File: config.mk
export PLATFORM = sky130hd
export DESIGN_NAME = ctrl_poller
export DESIGN_NICKNAME = d
export VERILOG_FILES = /design/src/rtl/ctrl_poller.sv
export SDC_FILE = /design/constraint.sdc
export NUM_CORES = 1
export LEC_CHECK = 0
export ABC_AREA = 1
export BUFFER_PORTS_ARGS = -buffer_cell sky130_fd_sc_hd__buf_2
export CORE_AREA = 2 2 91 93
export CTS_BUF_LIST = sky130_fd_sc_hd__clkbuf_4
export CTS_CLUSTER_SIZE = 30
export DETAILED_ROUTE_END_ITERATION = 6
export DIE_AREA = 0 0 93 95
export PLACE_DENSITY_LB_ADDON = 0.1
export SLEW_MARGIN = 20
export SYNTH_ARGS = -nofsm -noshare
export SYNTH_HDL_FRONTEND = slang
export SYNTH_SLANG_ARGS = --single-unit
File: constraint.sdc
create_clock -name clk_cpu -period 1.9 [get_ports clk_cpu]
set_clock_uncertainty 0.2 [all_clocks]
set_input_delay 0.095 -clock clk_cpu [delete_from_list [all_inputs] [get_ports clk_cpu]]
set_output_delay 0.095 -clock clk_cpu [all_outputs]
set_load 0.02 [all_outputs]
File: src/rtl/ctrl_poller.sv
// rtl/ctrl_poller.sv - serial poller for two shift-register game pads
// Purpose: periodically (or on request) latches both pads, clocks out eight
//          active-low button bits per pad and publishes them atomically.
// Ports:
//   clk_cpu        in   sole clock
//   rst            in   asynchronous active-high reset
//   en             in   enable automatic polling on the period tick
//   poll_req       in   single-cycle request for an immediate poll
//   ctrl_data[1:0] in   serial data from pad 0/1 (active-low, asynchronous)
//   ctrl_strobe    out  latch line, both bits identical
//   ctrl_out       out  shift clock, idle high, both bits identical
//   btn0/btn1      out  pad 0/1 buttons, active-high, A,B,Sel,Start,U,D,L,R
//   valid          out  one-cycle pulse when btn0/btn1 update
//   busy           out  high while a poll is in progress
module ctrl_poller #(
  parameter int CLK_DIV     = 6,
  parameter int POLL_PERIOD = 29780
) (
  input  logic       clk_cpu,
  input  logic       rst,
  input  logic       en,
  input  logic       poll_req,
  input  logic [1:0] ctrl_data,
  output logic [1:0] ctrl_strobe,
  output logic [1:0] ctrl_out,
  output logic [7:0] btn0,
  output logic [7:0] btn1,
  output logic       valid,
  output logic       busy
);

  localparam int PW = $clog2(POLL_PERIOD);

  typedef enum logic [2:0] {
    IDLE, STROBE, SETTLE, CLK_LO, CLK_HI, DONE
  } state_t;

  state_t        state_q, state_d;
  logic [1:0]    sync1_q, sync2_q;
  logic [PW-1:0] period_q;
  logic [7:0]    phase_q, phase_d;
  logic [2:0]    bit_q, bit_d;
  logic [7:0]    sh0_q, sh0_d, sh1_q, sh1_d;
  logic          tick, phase_last;

  assign tick       = (period_q == PW'(POLL_PERIOD - 1));
  assign phase_last = (phase_q == 8'(CLK_DIV - 1));

  always_comb begin
    state_d = state_q;
    phase_d = phase_q;
    bit_d   = bit_q;
    sh0_d   = sh0_q;
    sh1_d   = sh1_q;
    // every timed state advances the phase counter, wrapping on its last cycle
    if (state_q != IDLE && state_q != DONE) begin
      phase_d = phase_last ? 8'd0 : phase_q + 8'd1;
    end
    case (state_q)
      IDLE: begin
        phase_d = 8'd0;
        bit_d   = 3'd0;
        if (poll_req || (tick && en)) state_d = STROBE;
      end
      STROBE: if (phase_last) state_d = SETTLE;
      SETTLE: begin
        // bit 0 is presented by the pad as soon as the latch drops
        if (phase_last) begin
          sh0_d[0] = ~sync2_q[0];
          sh1_d[0] = ~sync2_q[1];
          bit_d    = 3'd1;
          state_d  = CLK_LO;
        end
      end
      CLK_LO: if (phase_last) state_d = CLK_HI;
      CLK_HI: begin
        if (phase_last) begin
          sh0_d[bit_q] = ~sync2_q[0];
          sh1_d[bit_q] = ~sync2_q[1];
          if (bit_q == 3'd7) begin
            state_d = DONE;
          end else begin
            bit_d   = bit_q + 3'd1;
            state_d = CLK_LO;
          end
        end
      end
      DONE: begin
        phase_d = 8'd0;
        state_d = IDLE;
      end
      default: state_d = IDLE;
    endcase
  end

  // Outputs are registered from the next state so they line up with state_q.
  always_ff @(posedge clk_cpu or posedge rst) begin
    if (rst) begin
      state_q     <= IDLE;
      sync1_q     <= 2'b11;
      sync2_q     <= 2'b11;
      period_q    <= '0;
      phase_q     <= 8'd0;
      bit_q       <= 3'd0;
      sh0_q       <= 8'd0;
      sh1_q       <= 8'd0;
      ctrl_strobe <= 2'b00;
      ctrl_out    <= 2'b11;
      btn0        <= 8'd0;
      btn1        <= 8'd0;
      valid       <= 1'b0;
      busy        <= 1'b0;
    end else begin
      sync1_q     <= ctrl_data;
      sync2_q     <= sync1_q;
      period_q    <= tick ? '0 : period_q + PW'(1);
      state_q     <= state_d;
      phase_q     <= phase_d;
      bit_q       <= bit_d;
      sh0_q       <= sh0_d;
      sh1_q       <= sh1_d;
      ctrl_strobe <= {2{state_d == STROBE}};
      ctrl_out    <= {2{state_d != CLK_LO}};
      busy        <= (state_d != IDLE);
      valid       <= (state_d == DONE);
      // both pads publish together, including the final bit sampled this edge
      if (state_d == DONE) begin
        btn0 <= sh0_d;
        btn1 <= sh1_d;
      end
    end
  end

endmodule

== Word-level counts from Yosys, hierarchy flattened ==
Cells that the tools add are included.
Cells by class
  add/sub/neg operators: 3
  magnitude comparators: 2
  eq/ne operators: 15
  multiplexer cells: 27
  bitwise operators: 2
  reductions and logical operators: 11
Operator list (number)
  $mux 8: 5
  $mux 3: 9
  $bwmux 8: 2
  $add 15x1->15 const B: 1
  $eq 15x15->1 const B: 1
  $mux 15: 1
  $pmux 3 s5: 1
  $mux 7: 2
  $eq 3x3->1 const B: 4
  $pmux 3 s3: 1
  $reduce_bool 3->1: 3
  $add 8x1->8 const B: 1
  $eq 8x3->1 const B: 1
  $eq 3x1->1 const B: 2
  $eq 3x2->1 const B: 2
  $ne 2x2->1 const B: 3
  $lt 3x4->1 const B: 1
  $pmux 1 s2: 2
  $reduce_and 4->1: 1
  $add 3x1->3 const B: 1
  $demux 1 s3: 1
  $ge 3x1->1 const B: 1
  $logic_and 1x1->1: 3
  $logic_not 3->1: 1
  7 further kinds: 10
Word-level totals
  register bits: 69
  input port bits: 6
  output and inout bits: 22
  word-level logic and storage cells: 74

== Depth between registers and ports, before layout ==
Gate-level depths: netlist of the first run.
  depth after elaboration: 7
  mapped depth: 12

== Worst setup path before layout of the first run ==
Ideal clock, no wire load.
  kind: register -> register
  from: register phase_q[1]
  to: register btn0[0]
  library setup time: 0.117 ns
  data arrival time: 1.533 ns
  required time: 1.583 ns
  path slack: 0.050 ns
  stages on the path, launching flop included: 11
  buffers on the path: 1
  clock period less this slack: 1.850 ns
  path through: dfrtp_1 inv_1 ha_1 nand3_4 nor2_8 nand3_2 nand2_4 nand4_4 buf_6 nand2_1 nand2_1
Between the ends
  word-level cells in the longest chain between the ends: 4
  elaborated cells on any way between the ends: 10
  classes of those cells: 2 x eq/ne; 8 x mux
Ends and longest elaborated chain
  from (decl): line 41  | logic [7:0] phase_q, phase_d;
  from (signal assigned): line 118  | phase_q <= phase_d;
  $eq 8x3->1 (*): line 47  | assign phase_last = (phase_q == 8'(CLK_DIV - 1));
  $mux 3 (on tied branches)
  $pmux 3 s5: line 59  | case (state_q)
  $eq 3x3->1: line 127  | if (state_d == DONE) begin
  to (signal assigned): line 109  | btn0 <= 8'd0;
  to (signal assigned): line 128  | btn0 <= sh0_d;
  to (decl): line 26  | output logic [7:0] btn0,
Every way passes the cells marked *; elsewhere a longest branch is shown, timed or not.
A chain may end at the register's enable or synchronous reset.

== Worst setup path after layout of the first run ==
  from: register period_q[0]
  to: register btn1[0]
Between the ends
  word-level cells in the longest chain between the ends: 6
Ends and longest elaborated chain
  from (decl): line 40  | logic [PW-1:0] period_q;
  from (signal assigned): line 116  | period_q <= tick ? '0 : period_q + PW'(1);
  $eq 15x15->1: line 46  | assign tick = (period_q == PW'(POLL_PERIOD - 1));
  $logic_and 1x1->1: line 63  | if (poll_req || (tick && en)) state_d = STROBE;
  $logic_or 1x1->1: line 63
  $mux 3: line 63
  $pmux 3 s5: line 59
  $eq 3x3->1: line 127
  to (signal assigned): line 110  | btn1 <= 8'd0;
  to (signal assigned): line 129  | btn1 <= sh1_d;
  to (decl): line 27  | output logic [7:0] btn1,
No other way between the ends.

==> key figures, run 1 <==
Final layout
  – Non-Filler Instances: 598
  – Syn-to-layout area delta: 26.0%
  – Most frequent cells in the layout: nand2_1, inv_1, dfrtp_1
  – Commonest non-fill, non-tap cell in the layout: nand2_1
  – Final core occ: 53.6%
  – Fin nets: 499
  – Ant diodes: 0
  – Share of cells above drive strength 1: 27.0%
  – Layout fillers: 793

Power
  – Power Total: 4.47 mW
  – Switching share of power: 36.2%
  – VDD IR max: 0.000476 V
  – Gate power share: 36.9%
  – Power Internal: 2.85 mW
  – Pwr Density: 1050 nW/um2
  – Net Switching: 1.62 mW
  – Flop pwr share: 38.7%
  – Leakage: 2.25 nW
  – Clock power share: 24.4%

Detailed routing
  – Drt drc: 0
  – Drt initial violations: 117
  – Initial DRT Pass Iterations: 4
  – Post-DRT Antenna Nets: 0
  – DR vias/cell: 4.68
  – Wire per inst: 12.6 um
  – Via count: 2,796
  – Post-Route WL: 7510 um

Global route
  – Grt total ovfl: 0
  – Total track usage: 18.7%
  – Vias in the first global route: 2,753
  – Initial antenna violation count: 0
  – First-pass GRT wire length: 12,900 um
  – Largest net degree at the start of global routing: 34

Place
  – DP Worst Slack: -0.0627 ns
  – RePlAce Congestion: 0.882
  – Placed cell count: 570
  – # port buffers: 27
  – DPL Wire Length: 5270 um

Worst setup path
  – Worst path required time: 2.02 ns
  – WP data arrival: 2.00 ns
  – Crit path capture type: register
  – Crit start category: register
  – R2R setup slack: 0.02 ns
  – CP Max Fanout: 5
  – Crit Path Category: reg2reg

Min path
  – Hold Path Class: in2async

Die
  – Die height: 95 um
  – Starting density of the core: 42.5%
  – Die area: 8840 um2
  – IO Count: 28
  – Die X: 93 um
  – Rows: 33
  – Core Area: 7930 um2

STA
  – Slew Viols, Final: 0
  – Hold WS: 0.0634 ns
  – Hold Vio Cnt, Final: 0
  – Worst setup margin: 0.0207 ns
  – Setup violators final: 0
  – Worst Tran Pin Value: 0.562 ns
  – Max-slew headroom at the worst pin: 62.4%
  – Period utilisation layout: 98.9%
  – Crit path time final: 1.88 ns
  – RSZ-0062 raised after global routing: yes
  – Fmax: 0.532 GHz

CTS
  – Clock sinks: 69
  – CTS clock-pin slew for the worst setup and hold paths: 0.12 ns
  – TritonCTS clock tree: yes
  – Max H-tree Level: 3
  – CTS Buffer Depth: 2
  – TritonCTS Buffers: 9
  – Clk Latency, worst-skew pair: 0.42 ns
  – CTS Root Cell: clkbuf_4

Status
  – Status: finished clean

Flow run
  – Max Cap Viol: 0

Logic synthesis
  – Synthesized cell area: 3370 um2
  – Synth Net Count: 424
  – Synth Flop Type: dfrtp_1
  – Post-synth EDFFs: 0
  – Register area share after synthesis: 51.4%
  – Syn avg cell area: 8.16 um2
  – Number of distinct library cells after synthesis: 30
  – Mapped Cells: 413
  – Fraction of registers with async set/reset: 100%
  – Syn. warnings: 0
  – Flops & latches, synth: 69
==> timing repair <==
item | in CTS | in global routing
buffers inserted | 5 | 2
hold endpoints to repair | 72 | 0
pin swaps | 1 | 3
hold buffers | 5 | 0
endpoints found under the setup margin | 17 | 32
resized for setup | 9 | 40
==> worst paths after layout <==
kind | startpoint | endpoint | cells past startpoint
setup reg to reg | period_q[0]$_DFF_PP0_ | btn1[0]$_DFFE_PP0N_ | 12
min in group clk_cpu | ctrl_data[1] | sync1_q[1]$_DFF_PP1_ | 2
hold / removal | rst | btn1[3]$_DFFE_PP0N_ | 3
max in group asynchronous | rst | ctrl_out[0]$_DFF_PP1_ | 4
hold reg to reg | sync1_q[1]$_DFF_PP1_ | sync2_q[1]$_DFF_PP1_ | 0
setup / recovery | period_q[0]$_DFF_PP0_ | btn1[0]$_DFFE_PP0N_ | 12
==> critical path: stages (launching register included) <==
cell and delay [ns]:
dfrtp_1 0.38, ha_2 0.19, inv_1 0.05, nor2_2 0.09
nand2_1 0.07, nor2_2 0.11, nand3_2 0.10, nand2_2 0.10
buf_6 0.11, nand4_4 0.10, buf_4 0.18, nand2_1 0.05
nand2_1 0.05
==> cell families (layout without fill, tap and decap cells) <==
kind of cell,Yosys count,after routing,share of synthesized area [%]
adder cells (fa/ha/maj),5,5,1.86
buffers and inverters,73,153,9.36
XOR/XNOR,5,5,1.30
flip-flops,69,69,51.4
AND/OR/NAND/NOR,222,222,30.0
AO/OA/AOI/OAI,39,39,6.05
==> power by group through the flow <==
stage	clock (mW)	sequential, mW	combinational, mW
2_1_floorplan	0	1.82	0.880
3_3_place_gp	0	1.74	1.48
3_5_place_dp	0	1.75	1.49
4_1_cts	1.13	1.72	1.57
5_1_grt	1.18	1.75	1.84
6_report	1.09	1.73	1.65
==> layer usage <==
| layer | routed length, um | track usage [%] | vias to the layer above |
|---|---|---|---|
| met5 | 0 | 0 | - |
| met4 | 138 | 7.72 | 0 |
| met3 | 177 | 3.27 | 12 |
| met2 | 3410 | 27.7 | 34 |
| met1 | 3790 | 27.3 | 1302 |
| li1 | - | - | 1448 |
==> state kept, by name, summed over array words and instances, names as in the netlist, 3 cells and up <==
name,flops
period_q,15
btn0,8
btn1,8
phase_q,8
sh0_q,8
sh1_q,8
bit_q,3
state_q,3
==> stage by stage <==
step	setup TNS, ns	instance area (um2)
2_1_floorplan	0	3370
3_3_place_gp	-0.111	3850
3_5_place_dp	-0.619	3850
4_1_cts	-0.000604	4130
5_1_grt	-1.68	4250
6_report	0	4250
==> final cells by class <==
| class | instances | area (um2) | area share, % |
|---|---|---|---|
| clock inverters | 5 | 76.3 | 1.80 |
| multi-input cells | 271 | 1430 | 33.8 |
| flip-flops and latches | 69 | 1730 | 40.8 |
| well taps | 105 | 131 | 3.09 |
| repair buffers | 71 | 536 | 12.6 |
| clock buffers | 11 | 82.6 | 1.95 |
| inverters | 66 | 251 | 5.92 |
==> synth_stat cells, types with 4 or more instances <==
master,instances,area [um2]
nand2_1,112,420
dfrtp_1,64,1600
inv_1,64,240
nor2_1,40,150
nand3_1,38,190
o21ai_0,26,130
nor3_1,10,50.1
a21oi_1,7,35.0
dfstp_2,5,131
ha_1,5,62.6
nand4_1,5,31.3
buf_6,4,45.0
nand2_2,4,25.0
xor2_1,4,35.0
Power figures use the tool's default switching activity.
==> inputs of run 2 (changes only) <==
--- a/config.mk
+++ b/config.mk
@@ -5,13 +5,12 @@
 export SDC_FILE = /design/constraint.sdc
 export NUM_CORES = 1
 export LEC_CHECK = 0
-export ABC_AREA = 1
 export BUFFER_PORTS_ARGS = -buffer_cell sky130_fd_sc_hd__buf_2
-export CORE_AREA = 2 2 91 93
+export CORE_AREA = 2 2 88 90
 export CTS_BUF_LIST = sky130_fd_sc_hd__clkbuf_4
 export CTS_CLUSTER_SIZE = 30
 export DETAILED_ROUTE_END_ITERATION = 6
-export DIE_AREA = 0 0 93 95
+export DIE_AREA = 0 0 90 92
 export PLACE_DENSITY_LB_ADDON = 0.1
 export SLEW_MARGIN = 20
 export SYNTH_ARGS = -nofsm -noshare
==> run 2 against run 1 <==
Effect of this change:
- the run now ends with setup timing left
- cell count fell by 21%
- via count fell by 18%
- critical endpoint is now period_q[12]$_DFF_PP0_
- synthesized area fell by 7.1%
- critical path depth fell by 7
- non-clock buffer count rose by 24
- largest cell class unchanged
- total power fell by 7.8%
- first-iteration DRC count fell by 21%
- worst setup slack got worse by 0.13 ns
- hold slack improved by 0.040 ns
==> key figures, run 2 <==
Logic synthesis
  – Synthesized cell area: 3130 um2
  – Flops & latches, synth: 69
  – Synth area leaders: dfrtp_1, mux2i_1, dfstp_2, mux2_2, xor2_1
  – Area leader, netlist: dfrtp_1
  – Synth Flop Type: dfrtp_1
  – Post-synth EDFFs: 0
  – Number of distinct library cells after synthesis: 48
  – Share of the synthesized area in the top cell type: 51.2%
  – Top-count cell post-synth: dfrtp_1
  – Post-synth top cells: dfrtp_1, nor2_1, inv_1
  – Fraction of registers with async set/reset: 100%
  – Mapped Cells: 272
  – Synth Net Count: 283
  – Syn. warnings: 0
  – Register area share after synthesis: 55.4%
  – Syn avg cell area: 11.5 um2

Final layout
  – Commonest non-fill, non-tap cell in the layout: dfrtp_1
  – Design Area, Final: 4360 um2
  – Syn-to-layout area delta: 39.1%
  – Reg with most FFs: period_q
  – Share of cells above drive strength 1: 42.3%
  – Most frequent cells in the layout: dfrtp_1, buf_4, buf_2
  – Ant diodes: 0
  – Max reg flops: 15
  – Fin nets: 377

Place
  – RePlAce Congestion: 0.805
  – Placed instance area: 3820 um2
  – DPL Wire Length: 4160 um
  – # port buffers: 27
  – DP Worst Slack: -0.109 ns

STA
  – RSZ-0062 raised after global routing: yes
  – Period utilisation layout: 106%
  – Max-slew headroom at the worst pin: 61.7%
  – Worst Tran Pin Value: 0.568 ns
  – Fmax: 0.498 GHz
  – Hold WS: 0.104 ns
  – Worst setup margin: -0.108 ns
  – Crit path time final: 2.01 ns
  – Hold Vio Cnt, Final: 0
  – Setup violators final: 25
  – Slew Viols, Final: 0

Worst setup path
  – R2r startpoint: period_q[7]$_DFF_PP0_
  – R2r worst-path depth: 5
  – R2r endpoint: period_q[12]$_DFF_PP0_
  – WP data arrival: 2.11 ns
  – Worst path required time: 2.00 ns
  – R2R setup slack: -0.11 ns
  – Crit Path Category: reg2reg
  – Crit path capture type: register
  – CP Max Fanout: 2
  – Crit start category: register

Power
  – Pwr Density: 947 nW/um2
  – VDD IR max: 0.000566 V
  – Leakage: 2.13 nW

Die
  – Rows: 32
  – Die height: 92 um
  – IO Count: 28
  – Die X: 90 um
  – Core Area: 7450 um2
  – Starting density of the core: 42.0%
  – Die area: 8280 um2

Global route
  – M3 GR Usage: 4.03%
  – Total track usage: 16.6%
  – Vias in the first global route: 2,351
  – Initial antenna violation count: 0
  – Gr busiest metal: met2
  – Met1 usage: 21.4%
  – GRT met2 Usage: 27.1%
  – First-pass GRT wire length: 11,000 um
  – Grt total ovfl: 0
  – Largest net degree at the start of global routing: 70

Min path
  – Hold Path Class: in2async

Detailed routing
  – Drt initial violations: 92
  – Drt drc: 0
  – Via count: 2,305
  – Post-DRT Antenna Nets: 0
  – DR vias/cell: 4.87
  – Post-Route WL: 6490 um
  – Wire per inst: 13.7 um
  – Initial DRT Pass Iterations: 4

CTS
  – TritonCTS Buffers: 9
  – Clock sinks: 69
  – Max H-tree Level: 3
  – CTS Root Cell: clkbuf_4
  – Clk Latency, worst-skew pair: 0.41 ns
  – CTS clock-pin slew for the worst setup and hold paths: 0.13 ns
  – TritonCTS clock tree: yes
  – CTS Buffer Depth: 2

Flow run
  – Max Cap Viol: 0

Status
  – Status: finished with violations
  – Failing checks: setup timing
==> run 2: cells by family (layout without fill, tap and decap cells) <==
logic type               Yosys count  after routing  synth area share [%]
AND/OR/NAND/NOR                   90             90                  16.9
flip-flops                        69             69                  55.4
multiplexers                      31             31                  10.5
buffers and inverters             31            130                  4.04
AO/OA/AOI/OAI                     29             29                  6.44
XOR/XNOR                          17             17                  4.76
adder cells (fa/ha/maj)            5              5                  2.00
==> run 2: report_power, final <==
| part | leakage [nW] | internal (mW) | switching [mW] |
|---|---|---|---|
| Sequential | 0.909 | 1.61 | 0.0900 |
| Combinational | 1.13 | 0.578 | 0.619 |
| Clock | 0.0888 | 0.669 | 0.560 |
==> run 2: critical path, stage by stage (launching register included) <==
cell	delay (ns)
dfrtp_1	0.40
or4b_4	0.55
nor4_4	0.32
buf_4	0.17
nor2_2	0.03
mux2_4	0.24
==> run 2: stage by stage <==
step	TNS, ns	utilization [%]	total power, mW	instances
global placement	-1.09	51.3	2.74	444
finish	-1.83	58.5	4.12	473
global route	-3.75	58.5	4.37	473
detailed placement	-0.726	51.3	2.75	444
CTS	-1.63	55.8	4.04	469
floorplan	-0.679	-	2.35	272
==> run 2: worst max-delay path by stage <==
stage | endpoint | slack [ns] | start
2_1_floorplan | state_q[0]$_DFF_PP0_ | -0.25 | period_q[8]$_DFF_PP0_
3_3_place_gp | btn0[0]$_DFFE_PP0N_ | -0.07 | phase_q[5]$_DFF_PP0_
3_5_place_dp | state_q[0]$_DFF_PP0_ | -0.11 | period_q[8]$_DFF_PP0_
4_1_cts | state_q[0]$_DFF_PP0_ | -0.12 | period_q[7]$_DFF_PP0_
5_1_grt | state_q[0]$_DFF_PP0_ | -0.19 | period_q[7]$_DFF_PP0_
6_report | period_q[12]$_DFF_PP0_ | -0.11 | period_q[7]$_DFF_PP0_
==> run 2: per-layer routing <==
layer	vias to the layer above	share of wire, %
met4	0	1.6
met1	1116	48
met2	28	48
met3	11	2.7
met5	-	0
li1	1150	-
==> run 2: timing repair <==
| action | 4_1_cts | 5_1_grt |
|---|---|---|
| pin swaps | 4 | 13 |
| setup endpoints to repair | 24 | 38 |
| hold buffers | 5 | 0 |
| setup buffers | 4 | 3 |
| gates resized for setup | 15 | 40 |
| hold endpoints to repair | 74 | 0 |
| cloned | 0 | 1 |
==> run 2: final cells by class <==
type | instances | area [um2]
clock buffers | 9 | 67.6
multi-input cells | 172 | 1460
repair buffers | 95 | 768
fillers | 642 | 3090
well taps | 102 | 128
flip-flops and latches | 69 | 1730
clock inverters | 7 | 121
inverters | 19 | 75.1
==> inputs of run 3 (changes only) <==
--- a/config.mk
+++ b/config.mk
@@ -11,7 +11,7 @@
 export CTS_CLUSTER_SIZE = 30
 export DETAILED_ROUTE_END_ITERATION = 6
 export DIE_AREA = 0 0 90 92
-export PLACE_DENSITY_LB_ADDON = 0.1
+export PLACE_DENSITY = 0.65
 export SLEW_MARGIN = 20
 export SYNTH_ARGS = -nofsm -noshare
 export SYNTH_HDL_FRONTEND = slang
==> run 3 against run 2 <==
Effect of this change:
- hold slack barely moved
- register-to-register slack got worse by 0.09 ns
- die area unchanged
- first-iteration DRC count is 37% higher
- the flow still finishes with violations (setup timing)
- total power shrank 13%
- maximum frequency is 4.2% lower
==> key figures, run 3 (synthesis gave the netlist of run 2 again) <==
Power
  – VDD IR max: 0.000438 V
  – Pwr Density: 864 nW/um2
  – Gate power share: 31.6%
  – Flop pwr share: 46.8%
  – Clock power share: 21.6%
  – Net Switching: 1.19 mW
  – Power Internal: 2.40 mW
  – Leakage: 2.03 nW
  – Power Total: 3.59 mW
  – Switching share of power: 33.2%

Min path
  – Hold EP: sync1_q[1]$_DFF_PP1_
  – Hold path start: ctrl_data[1]
  – Hold Path Class: in2reg
  – Hold depth: 2

STA
  – Period utilisation layout: 110%
  – Worst Tran Pin Value: 0.638 ns
  – Crit path time final: 2.10 ns
  – Slew Viols, Final: 0
  – Worst setup margin: -0.196 ns
  – TNS Setup: -0.924 ns
  – Max-slew headroom at the worst pin: 56.9%
  – Hold Vio Cnt, Final: 0
  – Fmax: 0.477 GHz
  – RSZ-0062 raised after global routing: yes
  – Setup violators final: 19
  – Hold WS: 0.104 ns

Final layout
  – Reg with most FFs: period_q
  – Design Area, Final: 4160 um2
  – Final core occ: 55.9%
  – Max reg flops: 15
  – Share of cells above drive strength 1: 38.9%
  – Most frequent cells in the layout: dfrtp_1, buf_4, buf_2
  – Commonest non-fill, non-tap cell in the layout: dfrtp_1
  – Syn-to-layout area delta: 32.9%
  – Fin nets: 371
  – Ant diodes: 0

Global route
  – Initial antenna violation count: 0
  – Vias in the first global route: 2,366
  – Total track usage: 17.0%
  – Grt total ovfl: 0
  – First-pass GRT wire length: 11,200 um
  – Largest net degree at the start of global routing: 70

Die
  – Core Area: 7450 um2
  – Die area: 8280 um2
  – Starting density of the core: 42.0%
  – Die height: 92 um
  – Die X: 90 um
  – Rows: 32
  – IO Count: 28

Place
  – RePlAce Congestion: 0.812
  – # port buffers: 27
  – Placed instance area: 3760 um2
  – DPL Wire Length: 4130 um

CTS
  – Max H-tree Level: 3
  – TritonCTS Buffers: 9
  – Clock sinks: 69
  – TritonCTS clock tree: yes
  – CTS clock-pin slew for the worst setup and hold paths: 0.11 ns
  – CTS Buffer Depth: 2
  – CTS Root Cell: clkbuf_4
  – Clk Latency, worst-skew pair: 0.43 ns

Flow run
  – Max Cap Viol: 0

Detailed routing
  – Post-DRT Antenna Nets: 0
  – Wire per inst: 14.0 um
  – Drt initial violations: 126
  – DR vias/cell: 4.94
  – Initial DRT Pass Iterations: 4
  – Via count: 2,309
  – Drt drc: 0
  – Post-Route WL: 6520 um

Worst setup path
  – R2r endpoint: period_q[12]$_DFF_PP0_
  – Worst path required time: 2.01 ns
  – Crit path capture type: register
  – Crit start category: register
  – R2R setup slack: -0.20 ns
  – R2r worst-path depth: 5
  – Critical path's slowest cell: or4b_4
  – Max incr delay on CP: 0.55 ns
  – Crit Path Category: reg2reg
  – R2r startpoint: period_q[7]$_DFF_PP0_
  – Crit path cell chain: or4b_4 -> nor4_4 -> buf_4 -> nor2_1 -> mux2_4
  – Worst path top cell family by delay: simple AND/OR/NAND/NOR gates
  – CP Max Fanout: 3
  – WP data arrival: 2.21 ns
  – CP bufs+invs: 1

Status
  – Failing checks: setup timing
  – Status: finished with violations
==> run 3: layout make-up <==
cell class / instances / area (um2)
Clock inverter: 6 / 30.0
Multi-Input combinational cell: 172 / 1430
Clock buffer: 10 / 75.1
Sequential cell: 69 / 1730
Tap cell: 102 / 128
Fill cell: 649 / 3290
Inverter: 19 / 75.1
Timing Repair Buffer: 89 / 692
==> run 3: timing repair <==
action,4_1_cts,5_1_grt
gates resized for setup,20,21
hold buffers,5,0
gates cloned,1,0
endpoints found under the setup margin,23,45
pin swaps,12,11
buffers inserted,9,0
endpoints found under the hold margin,74,0
==> run 3: layer usage <==
metal | part of all wire, % | global-route usage, %
met5 | 0 | 0
met4 | 1.7 | 8.33
met3 | 3.1 | 3.04
met2 | 49 | 27.8
met1 | 46 | 21.9
==> run 3: power groups by stage <==
stage	clock, mW	combinational [mW]	sequential (mW)
finish	0.776	1.14	1.68
global route	0.878	1.26	1.70
CTS	0.805	1.05	1.67
detailed placement	0	1.01	1.70
global placement	0	0.986	1.70
floorplan	0	0.584	1.76
==> run 3: worst max-delay path by stage <==
stage	start	end	slack [ns]	depth (start not counted)
CTS	period_q[2]$_DFF_PP0_	period_q[12]$_DFF_PP0_	-0.17	5
finish	period_q[7]$_DFF_PP0_	period_q[12]$_DFF_PP0_	-0.20	5
detailed placement	period_q[8]$_DFF_PP0_	state_q[0]$_DFF_PP0_	-0.19	4
floorplan	period_q[8]$_DFF_PP0_	state_q[0]$_DFF_PP0_	-0.25	4
global placement	period_q[8]$_DFF_PP0_	state_q[0]$_DFF_PP0_	-0.10	4
global route	period_q[7]$_DFF_PP0_	period_q[12]$_DFF_PP0_	-0.22	5
==> run 3: through the flow <==
step | cells | worst slack, ns
6_report | 467 | -0.196
5_1_grt | 467 | -0.217
3_3_place_gp | 437 | -0.101
3_5_place_dp | 437 | -0.194
4_1_cts | 468 | -0.170
2_1_floorplan | 272 | -0.254
